==> config.mk <==
export PLATFORM = sky130hd
export DESIGN_NAME = frame_mem_arbiter
export DESIGN_NICKNAME = d
export VERILOG_FILES = /design/src/rtl/frame_mem_arbiter.sv
export SDC_FILE = /design/constraint.sdc
export NUM_CORES = 1
export LEC_CHECK = 0
export BUFFER_PORTS_ARGS = -buffer_cell sky130_fd_sc_hd__buf_2
export CORE_MARGIN = 2
export CORE_UTILIZATION = 44
export DETAILED_ROUTE_END_ITERATION = 10
export PLACE_DENSITY = 0.8
export SLEW_MARGIN = 20
export SYNTH_ARGS = -nofsm -noshare
export SYNTH_HDL_FRONTEND = slang
export SYNTH_SLANG_ARGS = --single-unit
==> constraint.sdc <==
create_clock -name clock -period 1.5 [get_ports clock]
set_input_delay 0.075 -clock clock [delete_from_list [all_inputs] [get_ports clock]]
set_output_delay 0.075 -clock clock [all_outputs]
set_load 0.05 [all_outputs]
==> src/rtl/frame_mem_arbiter.sv <==
// frame_mem_arbiter
//   Shares one simple-dual-port frame-buffer RAM among three read requesters
//   (VGA fetch, zoom-algorithm reader, host LOAD) and two write requesters
//   (zoom-algorithm writer, host STORE). Each requester uses a req/gnt
//   handshake. Read data comes back on the requester's own rvalid/rdata pair,
//   steered there by a tag that travels alongside the RAM read latency.
//
// Optional feature macro: STARVE_GUARD_EN
//   Defined   : ALG and HOST each have a wait counter that saturates at
//               MAX_WAIT. A requester whose counter is saturated beats VGA, and
//               vga_miss pulses in that cycle.
//   Undefined : VGA always has top read priority and vga_miss is tied to 0.
//
// Ports
//   clock, reset_n          clock, asynchronous active-low reset
//   vga_/alg_/host_ req     read request; the matching addr is valid while req is high
//   vga_/alg_/host_ gnt     read accepted this cycle (combinational)
//   vga_/alg_/host_ rvalid  one-cycle pulse, the matching rdata is valid
//   alg_wr_*/host_wr_*      write request/addr/data, gnt (combinational)
//   mem_rdaddress/mem_wraddress/mem_data/mem_wren   registered RAM controls
//   mem_q                   RAM read data, valid RD_LAT edges after mem_rdaddress
//   busy                    a read is in flight or mem_wren is high
//   vga_miss                VGA was denied by the starvation guard this cycle
module frame_mem_arbiter #(
  parameter int ADDR_W   = 17,
  parameter int DATA_W   = 8,
  parameter int RD_LAT   = 1,
  parameter int MAX_WAIT = 8
) (
  input  logic              clock,
  input  logic              reset_n,
  input  logic              vga_req,
  input  logic [ADDR_W-1:0] vga_addr,
  output logic              vga_gnt,
  output logic              vga_rvalid,
  output logic [DATA_W-1:0] vga_rdata,
  input  logic              alg_req,
  input  logic [ADDR_W-1:0] alg_addr,
  output logic              alg_gnt,
  output logic              alg_rvalid,
  output logic [DATA_W-1:0] alg_rdata,
  input  logic              host_req,
  input  logic [ADDR_W-1:0] host_addr,
  output logic              host_gnt,
  output logic              host_rvalid,
  output logic [DATA_W-1:0] host_rdata,
  input  logic              alg_wr_req,
  input  logic [ADDR_W-1:0] alg_wr_addr,
  input  logic [DATA_W-1:0] alg_wr_data,
  output logic              alg_wr_gnt,
  input  logic              host_wr_req,
  input  logic [ADDR_W-1:0] host_wr_addr,
  input  logic [DATA_W-1:0] host_wr_data,
  output logic              host_wr_gnt,
  output logic [ADDR_W-1:0] mem_rdaddress,
  output logic [ADDR_W-1:0] mem_wraddress,
  output logic [DATA_W-1:0] mem_data,
  output logic              mem_wren,
  input  logic [DATA_W-1:0] mem_q,
  output logic              busy,
  output logic              vga_miss
);

  localparam logic [1:0] TAG_NONE = 2'd0;
  localparam logic [1:0] TAG_VGA  = 2'd1;
  localparam logic [1:0] TAG_ALG  = 2'd2;
  localparam logic [1:0] TAG_HOST = 2'd3;

  if (RD_LAT < 1 || RD_LAT > 3 || MAX_WAIT < 1) begin : g_param_check
    $error("frame_mem_arbiter: RD_LAT must be 1..3 and MAX_WAIT at least 1");
  end

  logic              vga_gnt_d, alg_gnt_d, host_gnt_d;
  logic              alg_wr_gnt_d, host_wr_gnt_d;
  logic              alg_starve, host_starve;
  logic [1:0]        tag_d;
  logic [ADDR_W-1:0] rd_addr_d;

  // Stage 0 is loaded at the grant edge. The tag in the last stage marks the
  // cycle in which mem_q carries that read's data.
  logic [1:0]        tag_q [0:RD_LAT];
  logic [RD_LAT:0]   in_flight;

  logic              rr_alg_q;   // 1: ALG wins the next ALG/HOST tie
  logic [ADDR_W-1:0] mem_rdaddress_q, mem_wraddress_q;
  logic [DATA_W-1:0] mem_data_q;
  logic              mem_wren_q;
  logic              vga_rvalid_q, alg_rvalid_q, host_rvalid_q;
  logic [DATA_W-1:0] vga_rdata_q, alg_rdata_q, host_rdata_q;

  // Read arbitration. Every grant is held at 0 while reset_n is low.
  always_comb begin
    vga_gnt_d  = 1'b0;
    alg_gnt_d  = 1'b0;
    host_gnt_d = 1'b0;
    if (reset_n) begin
      if (alg_starve || host_starve) begin
        if (alg_starve && host_starve) begin
          alg_gnt_d  = rr_alg_q;
          host_gnt_d = ~rr_alg_q;
        end else begin
          alg_gnt_d  = alg_starve;
          host_gnt_d = host_starve;
        end
      end else if (vga_req) begin
        vga_gnt_d = 1'b1;
      end else if (alg_req && host_req) begin
        alg_gnt_d  = rr_alg_q;
        host_gnt_d = ~rr_alg_q;
      end else begin
        alg_gnt_d  = alg_req;
        host_gnt_d = host_req;
      end
    end
  end

  // Read address select. When no read is granted the address holds and no
  // tag is issued.
  always_comb begin
    tag_d     = TAG_NONE;
    rd_addr_d = mem_rdaddress_q;
    if (vga_gnt_d) begin
      tag_d     = TAG_VGA;
      rd_addr_d = vga_addr;
    end else if (alg_gnt_d) begin
      tag_d     = TAG_ALG;
      rd_addr_d = alg_addr;
    end else if (host_gnt_d) begin
      tag_d     = TAG_HOST;
      rd_addr_d = host_addr;
    end
  end

  // Write arbitration: host STORE always wins over the algorithm writer.
  assign host_wr_gnt_d = reset_n & host_wr_req;
  assign alg_wr_gnt_d  = reset_n & alg_wr_req & ~host_wr_req;

`ifdef STARVE_GUARD_EN
  localparam int WAIT_W = $clog2(MAX_WAIT + 1);
  localparam logic [WAIT_W-1:0] WAIT_SAT = WAIT_W'(MAX_WAIT);

  logic [WAIT_W-1:0] alg_wait_q, host_wait_q;
  logic [WAIT_W-1:0] alg_wait_d, host_wait_d;

  assign alg_starve  = alg_req  && (alg_wait_q  == WAIT_SAT);
  assign host_starve = host_req && (host_wait_q == WAIT_SAT);
  assign vga_miss    = reset_n && vga_req && (alg_starve || host_starve);

  // Each counter clears on its grant and otherwise climbs, saturating, for
  // every cycle its request waits.
  always_comb begin
    alg_wait_d  = alg_wait_q;
    host_wait_d = host_wait_q;
    if (alg_gnt_d) begin
      alg_wait_d = '0;
    end else if (alg_req && alg_wait_q != WAIT_SAT) begin
      alg_wait_d = alg_wait_q + 1'b1;
    end
    if (host_gnt_d) begin
      host_wait_d = '0;
    end else if (host_req && host_wait_q != WAIT_SAT) begin
      host_wait_d = host_wait_q + 1'b1;
    end
  end

  always_ff @(posedge clock or negedge reset_n) begin
    if (!reset_n) begin
      alg_wait_q  <= '0;
      host_wait_q <= '0;
    end else begin
      alg_wait_q  <= alg_wait_d;
      host_wait_q <= host_wait_d;
    end
  end
`else
  assign alg_starve  = 1'b0;
  assign host_starve = 1'b0;
  assign vga_miss    = 1'b0;
`endif

  // Tag pipeline.
  always_ff @(posedge clock or negedge reset_n) begin
    if (!reset_n) begin
      tag_q[0] <= TAG_NONE;
    end else begin
      tag_q[0] <= tag_d;
    end
  end

  for (genvar gi = 1; gi <= RD_LAT; gi++) begin : g_tag_pipe
    always_ff @(posedge clock or negedge reset_n) begin
      if (!reset_n) begin
        tag_q[gi] <= TAG_NONE;
      end else begin
        tag_q[gi] <= tag_q[gi-1];
      end
    end
  end

  for (genvar gi = 0; gi <= RD_LAT; gi++) begin : g_in_flight
    assign in_flight[gi] = (tag_q[gi] != TAG_NONE);
  end

  always_ff @(posedge clock or negedge reset_n) begin
    if (!reset_n) begin
      rr_alg_q        <= 1'b1;
      mem_rdaddress_q <= '0;
      mem_wraddress_q <= '0;
      mem_data_q      <= '0;
      mem_wren_q      <= 1'b0;
      vga_rvalid_q    <= 1'b0;
      alg_rvalid_q    <= 1'b0;
      host_rvalid_q   <= 1'b0;
      vga_rdata_q     <= '0;
      alg_rdata_q     <= '0;
      host_rdata_q    <= '0;
    end else begin
      mem_rdaddress_q <= rd_addr_d;

      if (alg_gnt_d) begin
        rr_alg_q <= 1'b0;
      end else if (host_gnt_d) begin
        rr_alg_q <= 1'b1;
      end

      mem_wren_q <= host_wr_gnt_d | alg_wr_gnt_d;
      if (host_wr_gnt_d) begin
        mem_wraddress_q <= host_wr_addr;
        mem_data_q      <= host_wr_data;
      end else if (alg_wr_gnt_d) begin
        mem_wraddress_q <= alg_wr_addr;
        mem_data_q      <= alg_wr_data;
      end

      // Only the tagged requester's rdata register loads; the others hold.
      vga_rvalid_q  <= (tag_q[RD_LAT] == TAG_VGA);
      alg_rvalid_q  <= (tag_q[RD_LAT] == TAG_ALG);
      host_rvalid_q <= (tag_q[RD_LAT] == TAG_HOST);
      if (tag_q[RD_LAT] == TAG_VGA)  vga_rdata_q  <= mem_q;
      if (tag_q[RD_LAT] == TAG_ALG)  alg_rdata_q  <= mem_q;
      if (tag_q[RD_LAT] == TAG_HOST) host_rdata_q <= mem_q;
    end
  end

  assign vga_gnt       = vga_gnt_d;
  assign alg_gnt       = alg_gnt_d;
  assign host_gnt      = host_gnt_d;
  assign alg_wr_gnt    = alg_wr_gnt_d;
  assign host_wr_gnt   = host_wr_gnt_d;
  assign vga_rvalid    = vga_rvalid_q;
  assign alg_rvalid    = alg_rvalid_q;
  assign host_rvalid   = host_rvalid_q;
  assign vga_rdata     = vga_rdata_q;
  assign alg_rdata     = alg_rdata_q;
  assign host_rdata    = host_rdata_q;
  assign mem_rdaddress = mem_rdaddress_q;
  assign mem_wraddress = mem_wraddress_q;
  assign mem_data      = mem_data_q;
  assign mem_wren      = mem_wren_q;
  assign busy          = (|in_flight) | mem_wren_q;

endmodule
==> out/metrics.yaml, run 1 <==
clockRootBuffer: "clkbuf_8"
diodes: 0
cp-end-kind: "output pin"
grt_first_pass_wirelength_um: 15300
grt_pass1_vias: 3267
syn2layout_area_growth_pct: 48.5
place_area_um2: 4480
reg2reg_setup_slack_ns: 0.20
final_common_cell: "buf_2"
mostFrequentLayoutCells: "190 x buf_2, 74 x dfrtp_1, 39 x o21ai_0"
fmax_mhz: 682
finalWorstPathRequiredPeriod_ns: 1.47
drtIter0Drc: 146
skew_ns: 0.0102
drive_gt1_share_pct: 46.7
drc_errors: 0
fp-row-count: 32
grt_use_met3_pct: 5.09
wl_um: 10100
die_area_um2: 8510
yosysSeqAreaShare_pct: 54.8
hold_class: "primary input to async pin"
crit_arrival_ns: 1.39
syn_area_um2: 3430
cp_max_fo: 13
hold_violations: 0
post_drt_wl_per_cell_um: 15.5
ios: 193
status: "completed"
clk_latency_ns: 0.34
coreArea_um2: 7650
clockBufferDepth: 2
clk_pin_slew_ns: 0.08
die_h_um: 92.3
whs_ns: 0.00971
yosys.cell_types.count: 30
slew_headroom_pct: 51.3
cts_tree: "yes"
yosysWarnings: 0
r2r_start: "tag_q[0]$_DFF_PN0_"
power_density_nw_per_um2: 1300
use_met2_pct: 39.9
ys_seq_elements: 75
cts_made_buffers: 9
grt_start_max_net_pins: 51
ir_drop_mv: 0.537
tightest_slew_ns: 0.731
slew_viol_final: 0
netlist_instances: 315
first_pass_iters: 4
criticalPathCategory: "flop to output pin"
postRouteAntennaNets: 0
antenna_found_initial: 0
period_share_pct: 97.8
required_ns: 1.42
syn_nets: 431
grt.overflow.total: 0
port_buffers: 191
vias: 3413
worstSetupStartpoint: "rr_alg_q$_DFFE_PN1P_"
die_w_um: 92.3
drv_cap: 0
dp_hpwl_um: 6700
leakage_nw: 2.62
clock_sinks: 75
grt-busiest-layer: "met2"
syn_area_per_cell_um2: 10.9
drt-vias-per-instance: 5.23
place_congestion: 0.785
initial_core_util_pct: 44.8
nets: 662
final-setup-viol-count: 0
cp-start-kind: "flop"
htree_levels: 3
grt_use_total_pct: 22.9
final_area_um2: 5090
grt_util_met1_pct: 27.0
## per-layer routing
| metal | routed length [um] | share of wire [%] |
|---|---|---|
| met4 | 282 | 2.8 |
| met3 | 751 | 7.4 |
| met1 | 3980 | 39 |
| met2 | 5090 | 50 |
| met5 | 0 | 0 |
## metrics by stage
step                      util [%]  cells  total power, mW   TNS, ns  worst slack, ns
final                         66.6    652             6.60         0           0.0335
after global routing          66.6    652             6.89  -0.00895         -0.00895
after global placement        58.6    597             4.79     -2.76           -0.174
after floorplan                  -    315             4.16         0            0.131
after CTS                     66.0    646             6.59         0          0.00867
after detailed placement      58.6    597             4.84     -4.10           -0.294
## synthesized netlist by cell type
library cell | number | share of area [%]
conb_1 | 1 | 0.11
buf_4 | 8 | 1.8
nand2_2 | 2 | 0.36
nor2_1 | 3 | 0.33
nand3b_2 | 1 | 0.33
nand2b_1 | 2 | 0.36
nand3b_1 | 2 | 0.44
o31ai_4 | 1 | 0.62
inv_1 | 5 | 0.55
clkbuf_1 | 4 | 0.44
dfrtp_1 | 74 | 54
mux2i_1 | 23 | 6.7
and3b_1 | 2 | 0.51
o21a_1 | 1 | 0.22
a31oi_1 | 17 | 3.1
nand2_1 | 30 | 3.3
o21ai_1 | 3 | 0.44
nor2b_1 | 3 | 0.55
dfstp_2 | 1 | 0.77
o31a_1 | 1 | 0.26
nor3_1 | 1 | 0.15
a22o_1 | 3 | 0.77
buf_6 | 2 | 0.66
buf_2 | 10 | 1.5
nand3_1 | 17 | 2.5
a21oi_1 | 17 | 2.5
o21ai_0 | 39 | 5.7
mux2_2 | 24 | 7.9
o22ai_1 | 17 | 3.1
and2_1 | 1 | 0.18
## cells by family after synthesis
group                  Yosys count  share of synthesized area [%]
flip-flops                      75                           54.8
buffers and inverters           29                           4.85
multiplexers                    47                           14.6
AO/OA/AOI/OAI                   99                           16.7
AND/OR/NAND/NOR                 64                           8.98
other                            1                          0.109
## state kept, by name, summed over array words and instances, names as in the netlist, 4 cells and up
signal and flops:
alg_rdata 8, vga_rdata 8, host_rdata 8, mem_rdaddress 17, mem_data 8, mem_wraddress 17
tag_q 4
## power by group
| part | internal (mW) | switching [mW] | total, mW |
|---|---|---|---|
| combinational | 0.709 | 1.70 | 2.41 |
| clock | 0.933 | 0.742 | 1.67 |
| sequential | 2.34 | 0.173 | 2.52 |
## timing repair
| item | CTS | global route |
|---|---|---|
| endpoints found under the hold margin | 61 | 15 |
| gates resized for setup | 2 | 0 |
| setup endpoints to repair | 19 | 2 |
| hold buffers | 34 | 1 |
| setup buffers | 0 | 6 |
| pin swaps | 0 | 0 |
## cell type report
class                   count  area [um2]
well taps                 102         128
repair buffers            244        1450
clock buffers               9         124
inverters                   5        18.8
fillers                   603        2560
multi-input cells         211        1400
flip-flops and latches     75        1880
clock inverters             6        90.1
## worst paths after layout
check	end	cells past startpoint
worst max-delay path	alg_gnt	3
worst min-delay path	alg_rdata[0]$_DFFE_PN0P_	2
worst max register to register	alg_rdata[3]$_DFFE_PN0P_	2
worst min register to register	tag_q[0]$_DFF_PN0_	0
max in group asynchronous	mem_wraddress[7]$_DFFE_PN0P_	3
min in group clock	mem_rdaddress[0]$_DFFE_PN0P_	3
## worst max-delay path: stages, from the launching register on
cell     delay, ns
dfstp_2       0.58
nor2b_4       0.09
nor2_2        0.10
buf_2         0.28
Power figures use the tool's default switching activity.
==> inputs of run 2 (changes only) <==
--- a/config.mk
+++ b/config.mk
@@ -9,6 +9,7 @@
 export CORE_MARGIN = 2
 export CORE_UTILIZATION = 44
 export DETAILED_ROUTE_END_ITERATION = 10
+export GPL_TIMING_DRIVEN = 0
 export PLACE_DENSITY = 0.8
 export SLEW_MARGIN = 20
 export SYNTH_ARGS = -nofsm -noshare
==> out/metrics.yaml, run 2 (same netlist as run 1, synthesis figures left out) <==
finalWorstPathRequiredPeriod_ns: 1.38
cp-start-kind: "flop"
wl_um: 10000
skew_ns: 0.00599
grt_first_pass_wirelength_um: 15800
ios: 193
status: "completed"
first_pass_iters: 4
clockBufferDepth: 2
whs_ns: 0.00468
worstRegToRegCells: 4
r2r_start: "rr_alg_q$_DFFE_PN1P_"
grt_pass1_vias: 3309
mostFrequentLayoutCells: "196 x buf_2, 74 x dfrtp_1, 39 x o21ai_0"
hp-start: "host_addr[4]"
power_mw: 6.38
final_common_cell: "buf_2"
clockRootBuffer: "clkbuf_8"
die_h_um: 92.3
clock_sinks: 75
postRouteAntennaNets: 0
period_share_pct: 91.9
nets: 653
leakage_nw: 2.56
criticalPathCategory: "flop to output pin"
finalWorstSetupSlack_ns: 0.121
final_area_um2: 4940
ir_drop_mv: 0.602
drt-vias-per-instance: 5.23
r2r_end: "mem_rdaddress[9]$_DFFE_PN0P_"
hold_violations: 0
worst-path-buf-inv: 1
dp_hpwl_um: 7220
cts_tree: "yes"
hold_class: "primary input to flop"
port_buffers: 191
cp_num_cells: 3
htree_levels: 3
required_ns: 1.42
drive_gt1_share_pct: 48.1
cp-endpoint: "host_gnt"
slowest_delay_ns: 0.57
post_drt_wl_per_cell_um: 15.6
dp_worst_setup_slack_ns: -0.261
grt.overflow.total: 0
slew_viol_final: 0
antenna_found_initial: 0
grt_use_total_pct: 23.5
crit_chain: "and2_1, nor2_1, buf_2"
place_area_um2: 4540
cp_max_fo: 4
grt_start_max_net_pins: 46
fp-row-count: 32
diodes: 0
vias: 3365
coreArea_um2: 7650
syn2layout_area_growth_pct: 44.2
fillers: 649
clk_latency_ns: 0.34
fmax_mhz: 725
initial_core_util_pct: 44.8
final.setup.tns_ns: 0
place_congestion: 0.829
crit_arrival_ns: 1.30
worstSetupStartpoint: "rr_alg_q$_DFFE_PN1P_"
final-setup-viol-count: 0
drv_cap: 0
critPathSlowestCell: "dfstp_2"
cp-end-kind: "output pin"
drc_errors: 0
reg2reg_setup_slack_ns: 0.17
clk_pin_slew_ns: 0.08
drtIter0Drc: 161
cts_made_buffers: 9
die_w_um: 92.3
rsz0062_at_grt: "false"
cp_top_family: "flip-flops"
power_density_nw_per_um2: 1290
die_area_um2: 8510
## run 2: cell types whose count changed in the layout (fill, tap and decap cells not counted), sizes merged
cell and delta:
bufinv -1, clkinvlp +1, buf +4, dlygate4sd3 -18
clkbuf +6, inv -1
## run 2: timing repair
action                                  CTS  global route
gates resized for setup                   6             1
hold buffers                             16             1
endpoints found under the setup margin    4            11
endpoints found under the hold margin    89             1
pin swaps                                 0             0
buffers inserted                          0             5
## run 2: layout make-up
cell class | count | area [um2] | share of cell area, %
Clock buffer | 10 | 128 | 2.58
Buffer | 21 | 133 | 2.68
Multi-Input combinational cell | 211 | 1390 | 28.2
Timing Repair Buffer | 214 | 1210 | 24.5
Inverter | 5 | 18.8 | 0.380
Sequential cell | 75 | 1880 | 38.0
Tap cell | 102 | 128 | 2.58
Clock inverter | 5 | 55.1 | 1.11
## run 2: how the worst min path moves through the flow
stage,endpoint,slack [ns],cells past startpoint
after floorplan,alg_rdata[0]$_DFFE_PN0P_,-0.22,0
final,mem_rdaddress[4]$_DFFE_PN0P_,0.005,3
after global routing,mem_rdaddress[14]$_DFFE_PN0P_,0.002,3
after CTS,mem_rdaddress[9]$_DFFE_PN0P_,0.00002,3
after global placement,alg_rdata[5]$_DFFE_PN0P_,0.34,2
after detailed placement,mem_data[6]$_DFFE_PN0P_,0.04,1
## run 2: metrics by stage
step	util, %	std cells
CTS	64.1	638
global placement	59.0	608
finish	64.6	643
floorplan	-	315
detailed placement	59.3	609
global route	64.6	643
## run 2: power by group
| group | switching, mW | internal [mW] | total (mW) |
|---|---|---|---|
| combinational | 1.70 | 0.686 | 2.39 |
| clock | 0.723 | 0.755 | 1.48 |
| sequential | 0.172 | 2.34 | 2.51 |
| total | 2.60 | 3.78 | 6.38 |
## run 2: worst min-delay path, delay by kind of cell
kind            cells  cell delay [ns]
compound gates      2             0.13
buf+inv             1             0.09
## run 2: routing by layer
metal	share of wire [%]	GRT usage [%]	up-vias
met1	40	28.2	1603
met4	1.8	8.96	0
met5	0	0	-
met3	6.5	4.52	21
li1	-	-	1583
met2	52	41.6	158
==> inputs of run 3 (changes only) <==
--- a/config.mk
+++ b/config.mk
@@ -5,12 +5,14 @@
 export SDC_FILE = /design/constraint.sdc
 export NUM_CORES = 1
 export LEC_CHECK = 0
+export ABC_AREA = 1
 export BUFFER_PORTS_ARGS = -buffer_cell sky130_fd_sc_hd__buf_2
-export CORE_MARGIN = 2
-export CORE_UTILIZATION = 44
+export CORE_MARGIN = 3
+export CORE_UTILIZATION = 45
 export DETAILED_ROUTE_END_ITERATION = 10
 export GPL_TIMING_DRIVEN = 0
 export PLACE_DENSITY = 0.8
+export SKIP_LAST_GASP = 1
 export SLEW_MARGIN = 20
 export SYNTH_ARGS = -nofsm -noshare
 export SYNTH_HDL_FRONTEND = slang
==> out/metrics.yaml, run 3 <==
finalWorstSetupSlack_ns: 0.0742
ys_seq_elements: 75
cp-end-kind: "output pin"
diodes: 0
synth_xor_area_share_pct: 0
seqPwrFrac_pct: 38.3
regArea_um2: 1880
die_area_um2: 9350
post_drt_wl_per_cell_um: 13.9
grt.overflow.total: 0
wl_met3_um: 905
r2r_start: "tag_q[0]$_DFF_PN0_"
postRouteAntennaNets: 0
period_share_pct: 95.1
yosys.area.top_type: "dfrtp_1"
ir_drop_mv: 0.613
synth_edf_count: 0
dp.cells: 751
ios: 193
wl_met2_um: 5290
grt_first_pass_wirelength_um: 17400
cp-start-kind: "flop"
synthSimpleGateAreaFrac_pct: 24.1
power.switching_mw: 2.87
grt_pass1_vias: 3733
mostFrequentLayoutCells: "194 x buf_2, 101 x nand2_1, 74 x dfrtp_1"
ys_top_cells_by_area: "dfrtp_1 50%, nand2_1 10%, inv_1 6.6%"
yosys-mux-area-fraction_pct: 0
yosys.cell_types.count: 27
final_area_um2: 5170
clk_pin_slew_ns: 0.08
hold_violations: 0
drc_errors: 0
final-setup-viol-count: 0
slew_viol_final: 0
place_area_um2: 4810
vias: 3807
first_pass_iters: 4
status: "completed"
drt-vias-per-instance: 4.92
finalWorstPathRequiredPeriod_ns: 1.43
nets: 782
htree_levels: 3
crit_arrival_ns: 1.35
worstRegToRegCells: 3
syn_area_per_cell_um2: 8.10
async_reset_ff_share_pct: 100
slew_headroom_pct: 47.0
final_common_cell: "buf_2"
synth-main-ff-cell: "dfrtp_1"
synth_compound_area_share_pct: 13.9
pwr-share-comb_pct: 37.9
initial_core_util_pct: 47.2
synth_commonest_cells: "102 x nand2_1, 74 x dfrtp_1, 65 x inv_1"
clockRootBuffer: "clkbuf_8"
wl_um: 10700
cp_max_fo: 3
port_buffers: 191
syn_area_um2: 3700
dp_worst_setup_slack_ns: -0.566
synth_top_family_by_area: "simple AND/OR/NAND/NOR gates"
dp_hpwl_um: 8170
met1Wirelength_um: 4350
worstSetupStartpoint: "rr_alg_q$_DFFE_PN1P_"
fmax_mhz: 701
skew_ns: 0.00972
die_w_um: 96.7
drtIter0Drc: 136
hold_class: "primary input to flop"
yosysSeqAreaShare_pct: 50.7
layoutNonFillerInstCount: 773
required_ns: 1.42
antenna_found_initial: 0
fillers: 664
grt_use_total_pct: 22.7
rsz0062_at_grt: "false"
cp-endpoint: "alg_gnt"
yosysWarnings: 0
leakage_nw: 2.93
multi_input_area_um2: 1420
clk_latency_ns: 0.34
p_int_mw: 3.80
die_h_um: 96.7
clock_sinks: 75
syn2layout_area_growth_pct: 39.5
place_congestion: 0.867
swShare_pct: 43.1
syn_nets: 573
power_frac_clock_pct: 23.8
grt_start_max_net_pins: 43
drive_gt1_share_pct: 39.5
r2r_end: "host_rdata[0]$_DFFE_PN0P_"
power_mw: 6.67
drv_cap: 0
netlist_instances: 457
power_density_nw_per_um2: 1290
top_layer_used: "met4"
yosys.area_share.adder_pct: 0
yosysMostFrequentCell: "nand2_1"
fp-row-count: 32
reg2reg_setup_slack_ns: 0.17
cts_tree: "yes"
synth_top_cell_area_share_pct: 50.0
tightest_slew_ns: 0.792
cts_made_buffers: 9
final.setup.tns_ns: 0
clockBufferDepth: 2
criticalPathCategory: "flop to output pin"
coreArea_um2: 7850
## run 3: changes by cell type after synthesis, sizes merged, moves of 23 or more
cell / before / now
mux2: 24 / 0
a21oi: 17 / 44
nand2: 32 / 108
inv: 5 / 70
mux2i: 23 / 0
nor2: 3 / 47
## run 3: final cells by class
| cell class | instances | share of cell area (%) |
|---|---|---|
| timing repair buffer | 202 | 22.0 |
| multi-input combinational | 289 | 27.4 |
| sequential | 75 | 36.4 |
| clock buffer | 9 | 2.40 |
| inverter | 70 | 5.30 |
| tap | 102 | 2.47 |
| buffer | 19 | 2.40 |
| clock inverter | 7 | 1.62 |
## run 3: through the flow
step / hold slack, ns / util (%)
5_1_grt: 0.0102 / 65.8
3_3_place_gp: 0.354 / 61.0
4_1_cts: 0.000929 / 65.8
3_5_place_dp: 0.0945 / 61.3
2_1_floorplan: -0.221 / -
6_report: 0.0153 / 65.8
## run 3: kinds of logic (layout without fill, tap and decap cells)
| family | after synthesis | in the layout |
|---|---|---|
| AO/OA/AOI/OAI | 93 | 93 |
| flip-flops | 75 | 75 |
| other | 1 | 1 |
| AND/OR/NAND/NOR | 195 | 195 |
| buffers and inverters | 93 | 307 |
## run 3: worst min-delay path by stage
stage / from / end / slack [ns] / depth (start not counted)
2_1_floorplan: reset_n / alg_rdata[0]$_DFFE_PN0P_ / -0.22 / 0
3_3_place_gp: host_wr_addr[15] / mem_wraddress[15]$_DFFE_PN0P_ / 0.35 / 3
3_5_place_dp: reset_n / alg_rdata[4]$_DFFE_PN0P_ / 0.09 / 1
4_1_cts: host_wr_addr[15] / mem_wraddress[15]$_DFFE_PN0P_ / 0.0009 / 3
5_1_grt: mem_q[5] / host_rdata[5]$_DFFE_PN0P_ / 0.01 / 3
6_report: host_wr_addr[11] / mem_wraddress[11]$_DFFE_PN0P_ / 0.02 / 3
## run 3: worst max-delay path: stages, from the launching register on
cell and delay, ns:
dfstp_2 0.55, inv_2 0.05, nand2_4 0.08, nand3_4 0.10, clkinvlp_4 0.11, buf_8 0.14
## run 3: what timing repair did
item | in CTS | in global routing
setup buffers | 5 | 0
cloned | 1 | 0
resized for setup | 12 | 1
hold buffers | 3 | 1
pin swaps | 2 | 0
endpoints found under the setup margin | 36 | 15
hold endpoints to repair | 75 | 1
## run 3: metal layers
layer | vias to the layer above | global-route usage (%)
li1 | 1858 | -
met3 | 20 | 5.34
met4 | 0 | 8.86
met2 | 196 | 39.3
met1 | 1733 | 27.1
met5 | - | 0
## run 3: power by group through the flow
stage	Combinational [mW]	Sequential (mW)	Clock (mW)
after detailed placement	2.49	2.59	0
final	2.53	2.55	1.59
after floorplan	0.605	3.73	0
after CTS	2.55	2.55	1.63
after global routing	2.69	2.59	1.72
after global placement	2.44	2.57	0
